<file path="src/rtl/comp_accum.sv">
// comp_accum: block accumulator for a stream of signed samples.
// Sums NUM samples per block into a saturating SW-bit signed sum and tracks
// the block minimum and maximum. Each finished block is held on the output
// handshake until the consumer takes it, and no samples are accepted meanwhile.

module comp_accum #(
    parameter int DW  = 8,
    parameter int NUM = 16,
    parameter int SW  = 12
) (
    input  logic          clk,
    input  logic          rst,
    input  logic          clr,
    input  logic          in_valid,
    output logic          in_ready,
    input  logic [DW-1:0] in_data,
    output logic          out_valid,
    input  logic          out_ready,
    output logic [SW-1:0] out_sum,
    output logic [DW-1:0] out_min,
    output logic [DW-1:0] out_max,
    output logic          out_sat
);

    localparam int CW = $clog2(NUM);
    localparam logic [CW-1:0] LAST_IDX = CW'(NUM - 1);

    // Two-state control: accumulating a block, or holding a finished result
    localparam logic [0:0] S_ACC  = 1'b0;
    localparam logic [0:0] S_HOLD = 1'b1;

    // Saturation limits of the accumulator
    localparam logic [SW-1:0] SUM_MAX = {1'b0, {(SW-1){1'b1}}};
    localparam logic [SW-1:0] SUM_MIN = {1'b1, {(SW-1){1'b0}}};

    logic [0:0]    r_state;
    logic [SW-1:0] r_acc;
    logic [CW-1:0] r_cnt;
    logic          r_sat;
    logic          r_first;
    logic [DW-1:0] r_min;
    logic [DW-1:0] r_max;

    logic [SW-1:0] r_outSum;
    logic [DW-1:0] r_outMin;
    logic [DW-1:0] r_outMax;
    logic          r_outSat;

    logic          w_inAcc;
    logic          w_accept;
    logic          w_last;
    logic          w_release;
    logic          w_clear;
    logic [SW:0]   w_sumWide;
    logic          w_overflow;
    logic [SW-1:0] w_addResult;
    logic          w_nextSat;
    logic [DW-1:0] w_nextMin;
    logic [DW-1:0] w_nextMax;

    // clr wins over a sample offered in the same cycle; in HOLD it has no effect
    assign w_inAcc   = (r_state == S_ACC);
    assign w_accept  = w_inAcc && in_valid && !clr;
    assign w_last    = w_accept && (r_cnt == LAST_IDX);
    assign w_release = (r_state == S_HOLD) && out_ready;
    assign w_clear   = w_release || (w_inAcc && clr);

    // One extra bit of headroom: a single DW-bit add can only overflow by one bit,
    // so disagreement of the top two bits flags the overflow and its direction
    assign w_sumWide   = {r_acc[SW-1], r_acc} + {{(SW+1-DW){in_data[DW-1]}}, in_data};
    assign w_overflow  = w_sumWide[SW] ^ w_sumWide[SW-1];
    assign w_addResult = w_overflow ? (w_sumWide[SW] ? SUM_MIN : SUM_MAX)
                                    : w_sumWide[SW-1:0];
    assign w_nextSat   = r_sat | w_overflow;

    // The first sample of a block seeds both trackers
    assign w_nextMin = (r_first || ($signed(in_data) < $signed(r_min))) ? in_data : r_min;
    assign w_nextMax = (r_first || ($signed(in_data) > $signed(r_max))) ? in_data : r_max;

    // Control state: finish a block on its last accepted sample, release on handshake
    always_ff @(posedge clk or posedge rst) begin
        if (rst) begin
            r_state <= S_ACC;
        end else begin
            case (r_state)
                S_ACC:   if (w_last)    r_state <= S_HOLD;
                S_HOLD:  if (out_ready) r_state <= S_ACC;
                default:                r_state <= S_ACC;
            endcase
        end
    end

    // Running block state: clamped sum, sample count, sticky saturation and min/max
    always_ff @(posedge clk or posedge rst) begin
        if (rst) begin
            r_acc   <= '0;
            r_cnt   <= '0;
            r_sat   <= 1'b0;
            r_first <= 1'b1;
            r_min   <= '0;
            r_max   <= '0;
        end else if (w_clear) begin
            r_acc   <= '0;
            r_cnt   <= '0;
            r_sat   <= 1'b0;
            r_first <= 1'b1;
        end else if (w_accept) begin
            r_acc   <= w_addResult;
            r_cnt   <= w_last ? '0 : r_cnt + CW'(1);
            r_sat   <= w_nextSat;
            r_first <= 1'b0;
            r_min   <= w_nextMin;
            r_max   <= w_nextMax;
        end
    end

    // Result registers capture the completed block and keep it until the next one
    always_ff @(posedge clk or posedge rst) begin
        if (rst) begin
            r_outSum <= '0;
            r_outMin <= '0;
            r_outMax <= '0;
            r_outSat <= 1'b0;
        end else if (w_last) begin
            r_outSum <= w_addResult;
            r_outMin <= w_nextMin;
            r_outMax <= w_nextMax;
            r_outSat <= w_nextSat;
        end
    end

    assign in_ready  = w_inAcc;
    assign out_valid = (r_state == S_HOLD);
    assign out_sum   = r_outSum;
    assign out_min   = r_outMin;
    assign out_max   = r_outMax;
    assign out_sat   = r_outSat;

endmodule
</file>
<file path="config.mk">
export PLATFORM = sky130hd
export DESIGN_NAME = comp_accum
export DESIGN_NICKNAME = d
export VERILOG_FILES = /design/src/rtl/comp_accum.sv
export SDC_FILE = /design/constraint.sdc
export NUM_CORES = 1
export LEC_CHECK = 0
export ABC_AREA = 0
export CORE_ASPECT_RATIO = 1.75
export CORE_MARGIN = 2
export CORE_UTILIZATION = 56
export DETAILED_ROUTE_END_ITERATION = 6
export PLACE_DENSITY = 0.8
export SETUP_SLACK_MARGIN = 0.15
export SYNTH_ARGS = -nofsm -noshare
export SYNTH_HDL_FRONTEND = slang
export SYNTH_SLANG_ARGS = --single-unit
export TNS_END_PERCENT = 30
</file>
<file path="constraint.sdc">
create_clock -name clk -period 3.2 [get_ports clk]
set_clock_uncertainty 0.05 [all_clocks]
set_input_delay 0.64 -clock clk [delete_from_list [all_inputs] [get_ports clk]]
set_output_delay 0.64 -clock clk [all_outputs]
set_load 0.05 [all_outputs]
</file>
* After elaboration in Yosys (flattened, before gate mapping)
Cells that the tools add are included.
** Storage, ports and cells
- Flip-flop bits (word level) :: 64
- Input port bits :: 13
- Output and inout bits :: 31
- Word-level logic and storage cells :: 47
** Cells by class
- Add/subtract/negate cells :: 2
- Magnitude comparators :: 2
- Eq/ne operators :: 1
- Multiplexer cells :: 16
- Bitwise gates (word level) :: 4
- Reductions and logical operators :: 11
** Operator list (count)
- 12-bit 2-to-1 mux :: 4
- 8-bit 2-to-1 mux :: 2
- 12-bit by 8-bit adder with 13-bit output :: 1
- 4-bit 2-to-1 mux :: 3
- 8-bit > comparator :: 1
- 8-bit < comparator :: 1
- 1-bit 2-to-1 mux :: 6
- 1-bit logical AND :: 5
- 4-bit by 1-bit adder with 4-bit output (second input constant) :: 1
- 4-bit equality test (second input constant) :: 1
- 1-bit logical OR :: 3
- 1-bit NOT :: 2
- 1-bit one-hot mux with 2 select lines :: 1
- 2-bit AND reduction :: 1
- 2-bit nonzero test :: 1
- 1-bit logical NOT :: 1
- 1-bit bitwise OR :: 1
- 1-bit XOR :: 1

* Logic depth before layout (Yosys ltp)
Gate-level depths: netlist (run 1).
- Depth in word-level cells :: 7
- Gate-level depth with buffers :: 11
- Depth with buffers taken out :: 10

* Worst setup path after synthesis (run 1)
OpenSTA, ideal clock, no wires.
- Path type :: input-to-reg
- Start point :: in in_data[0]
- End point :: reg r_outSum[2], in the netlist out_sum[2]
- Library setup time :: 0.125 ns
- Arrival time :: 2.661 ns
- Data required time :: 3.025 ns
- Setup slack :: 0.365 ns
- Stages on the path :: 11
- Path buffers :: 1
- Path through :: ha_1 inv_1 fa_1 nor2b_1 o31a_1 a211oi_2 o2111ai_1 a21boi_4 buf_6 maj3_2 mux2_2
** On the way
- Longest elaborated chain between the ends :: 3
- Elaborated cells on any way between the ends :: 4
- Those cells by class :: add/sub: 1; mux: 2; bitwise: 1
** RTL lines
- start: declaration :: RTL line 16 : input logic [DW-1:0] in_data,
- 12-bit by 8-bit adder with 13-bit output * :: RTL line 70 : assign w_sumWide = {r_acc[SW-1], r_acc} + {{(SW+1-DW){in_data[DW-1]}}, in_data};
- 12-bit 2-to-1 mux / 1-bit XOR (equally long branches) :: RTL line 72, 71
- 12-bit 2-to-1 mux * :: RTL line 72 : assign w_addResult = w_overflow ? (w_sumWide[SW] ? SUM_MIN : SUM_MAX)
- end signal: assignment :: RTL line 125 : r_outSum <= w_addResult;
- end: declaration :: RTL line 44 : logic [SW-1:0] r_outSum;
Mark *: on every way between the ends. The rest lies on a longest branch, timed or not.
A chain may end at the register's enable or synchronous reset.

* Worst setup path in the final report (run 1)
- Start point :: in in_data[4]
- End point :: reg r_outSum[8], in the netlist out_sum[8]
The elaborated chain is that of the path after synthesis.

==> summary.md, run 1 <==
| Metric | Value |
|---|---|
| IO Pins | `44` |
| Yosys top cell area share | `a little over two fifths` |
| Drt pass-1 iters | `5` |
| Fin crit share | `roughly 93%` |
| Final-report max-slew violation count | `0` |
| Antenna Cells | `0` |
| FF-to-FF path depth | `11` |
| Row count | `39` |
| Gr usage total | `a little under a third` |
| Sequential area share after synthesis | `approximately 44%` |
| Commonest non-fill, non-tap cells in the layout | `dfrtp_1, buf_4, clkdlybuf4s50_1` |
| Reg clk slew, reported paths | `about 50 ps` |
| Combinational Power Share | `44.1%` |
| Synthesized netlist net count | `around 400` |
| Fin crit period | `around 3000 ps` |
| Area of the core | `6441 µm²` |
| Largest net degree at the start of global routing | `29` |
| Yosys reg bits | `64` |
| Outcome | `finished clean` |
| XOR/XNOR Fraction of Synth Area | `between 2 and 3%` |
| DIE WIDTH | `65.11 µm` |
| R2r endpoint | `out_sum[8]` |
| Worst-Margin Slew | `1273 ps` |
| Max Clock Freq | `0.3366 GHz` |
| Die H | `110.9 µm` |
| IO Port Bufs | `43` |
| Post-synthesis mux area share | `between 10% and 20%` |
| Worst Path Max Fanout | `3` |
| Main combinational cell family by area after synthesis | `compound AO/OA/AOI/OAI gates` |
| CP Class | `primary input to flip-flop` |
| GRT overflow | `0` |
| Final Hold Fails | `0` |
| Top_reg_cell synth | `dfrtp_1` |
| Register area | `~1600 µm²` |
| Avg WL per Cell | `18.91 µm` |
| Sw Ratio | `33.81%` |
| Initial DRC Count | `a little under 300` |
| Pwr Density | `760.4 nW/µm²` |
| Fraction of registers with async set/reset | `between 90% and 100%` |
| WL final | `~10000 µm` |
| Syn Area/Cell | `slightly above 10 µm²` |
| Clock Sinks | `64` |
| Post-synthesis compound-gate area fraction | `approximately 17%` |
| End of the worst hold path | `out_min[5]` |
| CP startpoint kind | `primary input` |
| RSZ-0062 raised after global routing | `false` |
| Sequential power share | `~28%` |
| Ranking of synthesized cells by area | `dfrtp_1, ha_1, mux2_2, o21ai_0, mux2i_1` |
| # setup viols final | `0` |
| Crit path DAT | `approximately 3100 ps` |
| Pwr Total | `about 3.7 mW` |
| Post-DRT Antenna Nets | `0` |
| Psw | `1.263 mW` |
| Final Cell Area | `just under 5000 µm²` |
| Mapped Area | `between 3000 and 4000 µm²` |
| Slowest CP cell | `clkdlybuf4s50_1` |
| DRC | `0` |
| Internal power | `about 2.5 mW` |
| WHS Path Cells | `2` |
| Min-delay src | `out_min[5]` |
| WHS | `roughly 430 ps` |
| Final std cells w/o fill | `530` |
| Worst R2R Setup Slack | `~430 ps` |
| MaxCap Viol Count | `0` |
| Final #Nets | `between 400 and 500` |
| Slew headroom | `about 15%` |
| Hold WC Path Type | `flip-flop to flip-flop` |
| Worst EP required | `3370 ps` |
| Commonest non-fill, non-tap cell in the layout | `dfrtp_1` |
| Peak supply drop | `approximately 790 µV` |
| Initial antenna violation count | `0` |
| Initial core utilization | `between 50% and 60%` |
| Clk Latency, worst-skew pair | `around 340 ps` |
| Leakage dissipation | `~2.3 nW` |
| Crit-path cells | `clkdlybuf4s50_1, ha_4, o21a_1, o31a_1, a211oi_2, o2111ai_2, a21boi_4, buf_4, maj3_1, mux2_2` |
| GPL Wtd Cong | `0.9017` |
| FF-to-FF Start | `r_acc[0]` |
| Vias/cell | `~6.0` |
| Clock Tree Buf Depth | `2` |
| Placed insts | `between 500 and 600` |
| Fillers | `430` |
| Layout cells sized above 1 | `26.56%` |
| Hold buffer count at cts | `0` |
| Cell count after synthesis | `roughly 350` |
| Yosys cell types | `46` |
| Num CTS Buffers | `9` |
| Via count | `3170` |
| TritonCTS clock tree | `yes` |
| Adder-cell share of the synthesized area | `between 10% and 20%` |
| Clk pwr share | `28.5%` |
| CP endpoint kind | `flip-flop` |
| Leading area contributor after synthesis | `dfrtp_1` |
| P&R area growth vs syn | `34.26%` |
| Simple-Gate Fraction of Synth Area | `under 10%` |
| Area of the multi-input gates | `1969 µm²` |
| First-pass GRT wire length | `16380 µm` |
| CP max stage delay | `about 620 ps` |
| Post-Place Cell Area | `4438 µm²` |
| DP Wirelength | `~6400 µm` |
| EDFF count, synth | `0` |
| Synth warn | `0` |
| Die Area | `just over 7000 µm²` |
| Root buffer cell | `clkbuf_16` |
| H-tree depth | `3` |
| Vias in the first global route | `3359` |
[state kept, by name, indices dropped and copies added, names as in the netlist]
signal and count:
out_sum 12, r_acc 12, out_max 8, out_min 8, r_max 8, r_min 8
r_cnt 4, out_sat 1, out_valid 1, r_first 1, r_sat 1
[how the worst max path moves through the flow]
stage	startpoint	endpoint	slack, ps	cells after the start
2_1_floorplan	in_data[0]	out_sum[2]	360	11
3_3_place_gp	in_data[0]	out_sum[8]	-130	11
3_5_place_dp	in_data[0]	r_acc[0]	-190	11
4_1_cts	in_data[2]	out_sum[8]	160	10
5_1_grt	in_data[0]	r_acc[10]	130	13
6_report	in_data[4]	out_sum[8]	230	10
[Yosys cell counts (4+ instances only)]
| master | count |
|---|---|
| nand3_1 | 4 |
| a21oi_1 | 16 |
| dfrtp_1 | 63 |
| nand2_1 | 25 |
| o21ai_0 | 34 |
| mux2i_1 | 10 |
| clkbuf_1 | 9 |
| maj3_2 | 8 |
| a22o_1 | 11 |
| nor2_1 | 21 |
| inv_1 | 26 |
| mux2_2 | 24 |
| buf_2 | 4 |
| xnor2_1 | 11 |
| or3_1 | 7 |
| a31oi_1 | 8 |
| ha_1 | 28 |
| a21o_1 | 5 |
[through the flow]
step	util, %	TNS [ps]	setup slack (ps)
after floorplan	-	0	364.6
after CTS	75.08	0	161.5
final	76.28	0	229.2
after global placement	68.90	-2759	-132.2
after global routing	76.28	0	129.5
after detailed placement	68.90	-4249	-189.4
[critical path: cells and delay by family]
| family | cells | cell delay [ps] |
|---|---|---|
| AO/OA/AOI/OAI | 5 | 830 |
| buffers and inverters | 2 | 770 |
| adder cells (fa/ha/maj) | 2 | 620 |
| multiplexers | 1 | 270 |
[metal layers]
layer	up-vias	GRT usage, %	wire length, µm
met4	0	20.00	593
met1	1588	33.00	3592
li1	1442	-	-
met3	38	6.193	439
met2	102	50.72	5397
met5	-	0	0
[power groups by stage]
stage | clock network (mW) | logic, mW | registers, mW
after floorplan | 0 | 0.994 | 0.989
after global placement | 0 | 1.36 | 1.01
after detailed placement | 0 | 1.41 | 1.02
after CTS | 1.07 | 1.52 | 1.01
after global routing | 1.10 | 1.78 | 1.04
final | 1.06 | 1.65 | 1.03
[cells by family after synthesis]
family / Yosys count
buffers and inverters: 40
muxes: 34
adders and majority gates: 40
DFF: 64
xor gates and xnor gates: 12
and+or+nand+nor: 70
AOI/OAI and AO/OA: 94
[final cells by class]
cell class,instances,share of cell area (%)
multi-input combinational,250,40.08
sequential,64,32.62
inverter,26,1.986
timing repair buffer,92,16.68
tap,82,2.088
clock buffer,10,4.864
clock inverter,6,1.681
[what timing repair did]
action	CTS	global route
resized for setup	4	15
setup buffers	6	2
setup endpoints to repair	20	28
endpoints found under the hold margin	0	0
pin swaps	4	4
Note: power is estimated with default switching activity, not from simulation.
==> run 2, diff against run 1 <==
--- a/config.mk
+++ b/config.mk
@@ -8,9 +8,9 @@
 export ABC_AREA = 0
 export CORE_ASPECT_RATIO = 1.75
 export CORE_MARGIN = 2
-export CORE_UTILIZATION = 56
+export CORE_UTILIZATION = 45
 export DETAILED_ROUTE_END_ITERATION = 6
-export PLACE_DENSITY = 0.8
+export PLACE_DENSITY = 0.69
 export SETUP_SLACK_MARGIN = 0.15
 export SYNTH_ARGS = -nofsm -noshare
 export SYNTH_HDL_FRONTEND = slang
==> constraint.sdc (replaced) <==
create_clock -name clk -period 2.6 [get_ports clk]
set_clock_uncertainty 0.05 [all_clocks]
set_input_delay 0.52 -clock clk [delete_from_list [all_inputs] [get_ports clk]]
set_output_delay 0.52 -clock clk [all_outputs]
set_load 0.05 [all_outputs]
==> run 2 against run 1 <==
  * Hold slack got worse by 3.5 ps
  * Cell count increased by 3.0%
  * Worst setup slack got worse by 320 ps
  * Die area increased by 23%
  * Via count decreased by 3.8%
  * Critical path type is now flip-flop to flip-flop
  * Sequential cell count unchanged
  * The flow now finishes with violations (negative setup slack)
  * Utilization decreased by 12 points
  * Sequential share of layout area decreased by 1.1 points
==> summary.md, run 2 (synthesized netlist as in run 1, its figures left out) <==
| Metric | Value |
|---|---|
| R2r endpoint | `out_sum[9]` |
| GPL Wtd Cong | `0.8392 (-6.9%)` |
| H-tree depth | `3 (unchanged)` |
| Largest net degree at the start of global routing | `65 (+120%)` |
| DRC | `0 (unchanged)` |
| DP Wirelength | `6442 µm (about the same)` |
| Crit path DAT | `2860 ps (-280 ps)` |
| Register area | `1603 µm² (unchanged)` |
| FF-to-FF path depth | `10 (-1)` |
| P&R area growth vs syn | `38.91%` |
| Initial antenna violation count | `0 (unchanged)` |
| DIE WIDTH | `72.17 µm (+11%)` |
| Row count | `43 (+10%)` |
| Max Clock Freq | `roughly 0.37 GHz` |
| Fin worst setup slack | `-87.32 ps (-316.5 ps)` |
| Met2 usage | `40.71% (-10 points)` |
| Worst Path Max Fanout | `6 (+3)` |
| WL final | `9467 µm (-5.5%)` |
| Clock Sinks | `64 (unchanged)` |
| Met1 Use GR | `24.46% (-8.5 points)` |
| Crit-path cells | `ha_4, inv_2, fa_2, nor2b_4, o31a_1, a211oi_2, o2111ai_2, a21boi_4, maj3_2, mux2_4` |
| Commonest non-fill, non-tap cell in the layout | `dfrtp_1` |
| Die Area | `8899 µm² (+23%)` |
| Post-DRT Antenna Nets | `0 (unchanged)` |
| Worst-Margin Slew | `743.6 ps (-529.0 ps)` |
| Initial DRC Count | `185 (-38%)` |
| Final-report max-slew violation count | `0 (unchanged)` |
| GRT Max-Usage Layer | `met2` |
| Gr usage total | `23.11% (-6.9 points)` |
| Layout cells sized above 1 | `32.24% (+5.7 points)` |
| Grt met3 use | `4.808% (-1.4 points)` |
| Failing checks | `negative setup slack` |
| Area of the core | `7909 µm² (+23%)` |
| Final Util | `64.28% (-12 points)` |
| Antenna Cells | `0 (unchanged)` |
| Num CTS Buffers | `9 (unchanged)` |
| CP endpoint kind | `flip-flop` |
| Clock Tree Buf Depth | `2 (unchanged)` |
| End of the worst hold path | `out_min[6]` |
| Worst EP required | `2770 ps (-600 ps)` |
| Setup TNS | `-897.6 ps (-897.6 ps)` |
| Peak supply drop | `660.4 µV (-16%)` |
| Min-delay src | `out_min[6]` |
| Die H | `123.3 µm (+11%)` |
| Reg clk slew, reported paths | `50 ps (about the same)` |
| Fillers | `643 (+50%)` |
| Place WS | `-650.2 ps (-460.8 ps)` |
| WHS Path Cells | `2 (unchanged)` |
| MaxCap Viol Count | `0 (unchanged)` |
| Pwr Total | `4.575 mW (+22%)` |
| WHS | `423.5 ps (-3.470 ps)` |
| Avg WL per Cell | `17.34 µm (-8.3%)` |
| IO Pins | `44 (unchanged)` |
| Fin crit share | `103.4%` |
| Worst R2R Setup Slack | `-90 ps (-520 ps)` |
| TritonCTS clock tree | `yes` |
| Pwr Density | `900.0 nW/µm² (+18%)` |
| Slowest CP cell | `dfrtp_1` |
| Clk Latency, worst-skew pair | `340 ps (about the same)` |
| CP max stage delay | `410 ps (-210 ps)` |
| IO Port Bufs | `43 (unchanged)` |
| # setup viols final | `20 (+20)` |
| Slew headroom | `50.37% (+36 points)` |
| Outcome | `finished with violations` |
| Final Hold Fails | `0 (unchanged)` |
| Drt pass-1 iters | `4 (-1)` |
| CP Class | `flip-flop to flip-flop` |
| RSZ-0062 raised after global routing | `true` |
| Commonest non-fill, non-tap cells in the layout | `dfrtp_1, buf_4, clkdlybuf4s50_1` |
| Initial core utilization | `46.27% (-11 points)` |
| Final #Nets | `493 (+1.6%)` |
| First-pass GRT wire length | `15420 µm (-5.9%)` |
| Vias/cell | `5.582 (-6.7%)` |
| GRT overflow | `0 (unchanged)` |
| Root buffer cell | `clkbuf_16` |
| CP startpoint kind | `flip-flop` |
| Vias in the first global route | `3196 (-4.9%)` |
| Fin crit period | `around 2700 ps` |
| FF-to-FF Start | `r_acc[0]` |
| Hold WC Path Type | `flip-flop to flip-flop` |
| Leakage dissipation | `2.332 nW (+1.5%)` |
| Area of the multi-input gates | `2115 µm² (+7.4%)` |
| Via count | `3048 (-3.8%)` |
## run 2: changes by cell type in the layout (fill, tap and decap cells not counted), sizes merged
cell / before / now
buf: 49 / 56
clkbuf: 10 / 17
dlymetal6s2s: 4 / 0
clkdlybuf4s50: 38 / 35
bufinv: 2 / 0
clkdlybuf4s15: 0 / 2
a21boi: 1 / 2
clkinvlp: 1 / 0
dlygate4sd2: 1 / 2
## run 2: critical path, delay by kind of cell, from the launching register on
kind	cells	cell delay, ps
compound gates	4	960
fa+ha+maj	3	770
buf+inv	1	60
flops	1	410
mux	1	260
simple gates	1	50
## run 2: power breakdown
part | switching (mW) | internal, mW | total (mW)
Clock | 0.429 | 0.718 | 1.15
Combinational | 1.00 | 1.16 | 2.17
Sequential | 0.122 | 1.14 | 1.26
Total | 1.55 | 3.02 | 4.58
## run 2: how the worst max path moves through the flow
stage,from,slack (ps),to
2_1_floorplan,in_data[0],-40,out_sum[2]
3_3_place_gp,in_data[1],-660,out_sum[9]
3_5_place_dp,in_data[1],-650,out_sum[9]
4_1_cts,r_acc[0],-90,out_sum[9]
5_1_grt,r_acc[1],-140,out_sum[3]
6_report,r_acc[0],-90,out_sum[9]
## run 2: stage by stage
| step | area [µm²] | std cells |
|---|---|---|
| after floorplan | 3699 | 354 |
| after global routing | 5084 | 546 |
| after detailed placement | 4564 | 521 |
| after CTS | 5014 | 544 |
| final | 5084 | 546 |
| after global placement | 4564 | 521 |
## run 2: per-layer routing
layer	up-vias	wire length, µm
li1	1460	-
met1	1490	3534
met2	67	5180
met3	31	328
met4	0	423
met5	-	0
## run 2: final cells by class
cell class	count	area share, %
clock inverter	3	0.2953
clock buffer	13	5.316
sequential	64	31.53
timing repair buffer	99	17.13
tap	90	2.215
multi-input combinational	251	41.59
inverter	26	1.920
## run 2: repair_timing
action | in CTS | in global routing
resized for setup | 38 | 25
hold buffers | 0 | 0
setup buffers | 6 | 2
pin swaps | 32 | 18
setup endpoints to repair | 58 | 57
gates cloned | 1 | 0
==> run 3, diff against run 2 <==
--- a/config.mk
+++ b/config.mk
@@ -6,11 +6,13 @@
 export NUM_CORES = 1
 export LEC_CHECK = 0
 export ABC_AREA = 0
+export CELL_PAD_IN_SITES_DETAIL_PLACEMENT = 0
+export CELL_PAD_IN_SITES_GLOBAL_PLACEMENT = 1
 export CORE_ASPECT_RATIO = 1.75
 export CORE_MARGIN = 2
-export CORE_UTILIZATION = 45
+export CORE_UTILIZATION = 40
 export DETAILED_ROUTE_END_ITERATION = 6
-export PLACE_DENSITY = 0.69
+export PLACE_DENSITY_LB_ADDON = 0.1
 export SETUP_SLACK_MARGIN = 0.15
 export SYNTH_ARGS = -nofsm -noshare
 export SYNTH_HDL_FRONTEND = slang
==> run 3 against run 2 <==
  * The flow still finishes with violations (negative setup slack)
  * Global-route usage shrank 3.5 points
  * First-iteration DRC count shrank 70%
  * Worst setup slack gained 46 ps
  * Sequential share of layout area shrank 0.23 points
  * Wire length shrank 3.3%
  * Via count shrank 3.1%
  * Combinational power shrank 6%
  * Utilization shrank 7.2 points
  * Clock power grew 17%
  * Critical path depth grew 2
  * Critical path type is now primary input to flip-flop
==> summary.md, run 3 (synthesized netlist as in run 1, its figures left out) <==
| Metric | Value |
|---|---|
| Fillers | `850 (+32%)` |
| GPL Wtd Cong | `0.8325 (-0.80%)` |
| Post-DRT Antenna Nets | `0 (unchanged)` |
| Fin crit share | `101.6% (-1.8 points)` |
| CP startpoint kind | `primary input` |
| WL final | `9154 µm (-3.3%)` |
| Clock Tree Buf Depth | `2 (unchanged)` |
| GRT overflow | `0 (unchanged)` |
| Hold WC Path Type | `flip-flop to flip-flop` |
| Antenna Cells | `0 (unchanged)` |
| First-pass GRT wire length | `15010 µm (-2.7%)` |
| Clock Sinks | `64 (unchanged)` |
| R2r endpoint | `out_sum[2]` |
| H-tree depth | `3 (unchanged)` |
| Vias/cell | `5.134 (-8.0%)` |
| Final Util | `57.04% (-7.2 points)` |
| Row count | `46 (+7.0%)` |
| FF-to-FF Start | `r_acc[0]` |
| CP Class | `primary input to flip-flop` |
| Slew headroom | `51.67% (+1.3 points)` |
| Vias in the first global route | `3010 (-5.8%)` |
| CP delay by family, top | `compound AO/OA/AOI/OAI gates` |
| Crit path DAT | `2810 ps (-50 ps)` |
| Fin worst setup slack | `-41.61 ps (+45.71 ps)` |
| Register area | `1603 µm² (unchanged)` |
| # setup viols final | `11 (-45%)` |
| Buffers and inverters on the worst path | `3 (+2)` |
| Final Hold Fails | `0 (unchanged)` |
| Initial DRC Count | `55 (-70%)` |
| CP max stage delay | `320 ps (-90 ps)` |
| Reg clk slew, reported paths | `50 ps (about the same)` |
| Initial antenna violation count | `0 (unchanged)` |
| Die H | `130.5 µm (+5.9%)` |
| Gr usage total | `19.62% (-3.5 points)` |
| Via count | `2952 (-3.1%)` |
| DRC | `0 (unchanged)` |
| Outcome | `finished with violations` |
| Worst R2R Setup Slack | `-40 ps (+50 ps)` |
| Min-delay src | `out_min[0]` |
| Crit-path cells | `clkdlybuf4s15_2, ha_4, inv_2, fa_2, nor2b_2, o31a_1, a211oi_2, o2111ai_2, a21boi_4, buf_12, maj3_2, mux2_4` |
| Area of the core | `8979 µm² (+14%)` |
| Final-report max-slew violation count | `0 (unchanged)` |
| IO Port Bufs | `43 (unchanged)` |
| Largest net degree at the start of global routing | `36 (-45%)` |
| Initial core utilization | `40.76% (-5.5 points)` |
| Place WS | `-750.8 ps (-100.6 ps)` |
| TritonCTS clock tree | `yes` |
| Fin crit period | `2642 ps (-45.71 ps)` |
| Clk Latency, worst-skew pair | `330 ps (about the same)` |
| Pwr Density | `908.7 nW/µm² (+0.97%)` |
| Layout cells sized above 1 | `30.11% (-2.1 points)` |
| Worst EP required | `2770 ps (about the same)` |
| WHS Path Cells | `2 (unchanged)` |
| Root buffer cell | `clkbuf_16` |
| Final #Nets | `492 (-0.20%)` |
| Leakage dissipation | `2.336 nW (+0.18%)` |
| P&R area growth vs syn | `39.93%` |
| End of the worst hold path | `out_min[0]` |
| Peak supply drop | `617.2 µV (-6.5%)` |
| Area of the multi-input gates | `2043 µm² (-3.4%)` |
| FF-to-FF path depth | `11 (+1)` |
| DIE WIDTH | `76.31 µm (+5.7%)` |
| Slowest CP cell | `maj3_2` |
| Die Area | `9960 µm² (+12%)` |
| IO Pins | `44 (unchanged)` |
| Avg WL per Cell | `15.92 µm (-8.2%)` |
| DP Wirelength | `6863 µm (+6.5%)` |
| Worst Path Max Fanout | `10 (+4)` |
| Num CTS Buffers | `9 (unchanged)` |
| CP endpoint kind | `flip-flop` |
| RSZ-0062 raised after global routing | `true` |
| Max Clock Freq | `0.3786 GHz (+1.7%)` |
| Drt pass-1 iters | `4 (unchanged)` |
| Commonest non-fill, non-tap cell in the layout | `dfrtp_1` |
| Commonest non-fill, non-tap cells in the layout | `dfrtp_1, buf_4, clkdlybuf4s50_1` |
| Worst-Margin Slew | `724.2 ps (-19.41 ps)` |
| Failing checks | `negative setup slack` |
| MaxCap Viol Count | `0 (unchanged)` |
==> run 3: through the flow <==
stage	setup TNS, ps	hold slack (ps)	power [mW]	cell area [µm²]	std cells
2_1_floorplan	-266.5	400.5	2.464	3699	354
3_3_place_gp	-31090	412.7	3.062	4629	553
3_5_place_dp	-31650	419.9	3.084	4629	553
4_1_cts	-1203	426.5	4.594	5052	572
5_1_grt	-1783	448.8	4.963	5121	575
6_report	-298.6	424.9	4.654	5121	575
==> run 3: report_power, final <==
group / internal (mW) / total [mW] / switching [mW]
clock network: 0.918 / 1.35 / 0.428
logic: 1.11 / 2.05 / 0.941
registers: 1.14 / 1.26 / 0.115
==> run 3: how the worst max path moves through the flow <==
stage / start / to / slack [ps] / cells after the start
detailed placement: in_data[7] / out_sum[9] / -750 / 10
floorplan: in_data[0] / out_sum[2] / -40 / 11
finish: in_data[0] / out_sum[2] / -40 / 12
global placement: in_data[7] / out_sum[9] / -740 / 10
CTS: r_acc[0] / out_sum[2] / -100 / 11
global route: r_acc[0] / out_sum[2] / -120 / 11
==> run 3: area by class of cell <==
class	instances	area share, %
inverter	26	1.906
tap	120	2.932
clock buffer	14	5.351
clock inverter	2	1.173
sequential	64	31.30
timing repair buffer	99	17.44
multi-input combinational	250	39.90
==> run 3: timing repair <==
action | CTS | global route
pin swaps | 16 | 14
setup endpoints to repair | 58 | 40
setup buffers | 3 | 3
hold buffers | 0 | 0
gates resized for setup | 36 | 10
endpoints found under the hold margin | 0 | 0
==> run 3: layer usage <==
layer	wire length [µm]	track usage, %	vias to the layer above	share of wire [%]
met5	0	0	-	0
met4	383	11.02	0	4.2
met3	229	3.777	26	2.5
met2	4813	35.35	56	53
met1	3727	21.73	1418	41
li1	-	-	1452	-
==> run 3: worst register-to-register path: stages (launching register included) <==
cell and delay (ps):
dfrtp_1 400, ha_4 170, inv_2 50, fa_2 200, nor2b_2 50, o31a_1 270
a211oi_2 290, o2111ai_2 140, a21boi_4 170, buf_12 150, maj3_2 320, mux2_4 260
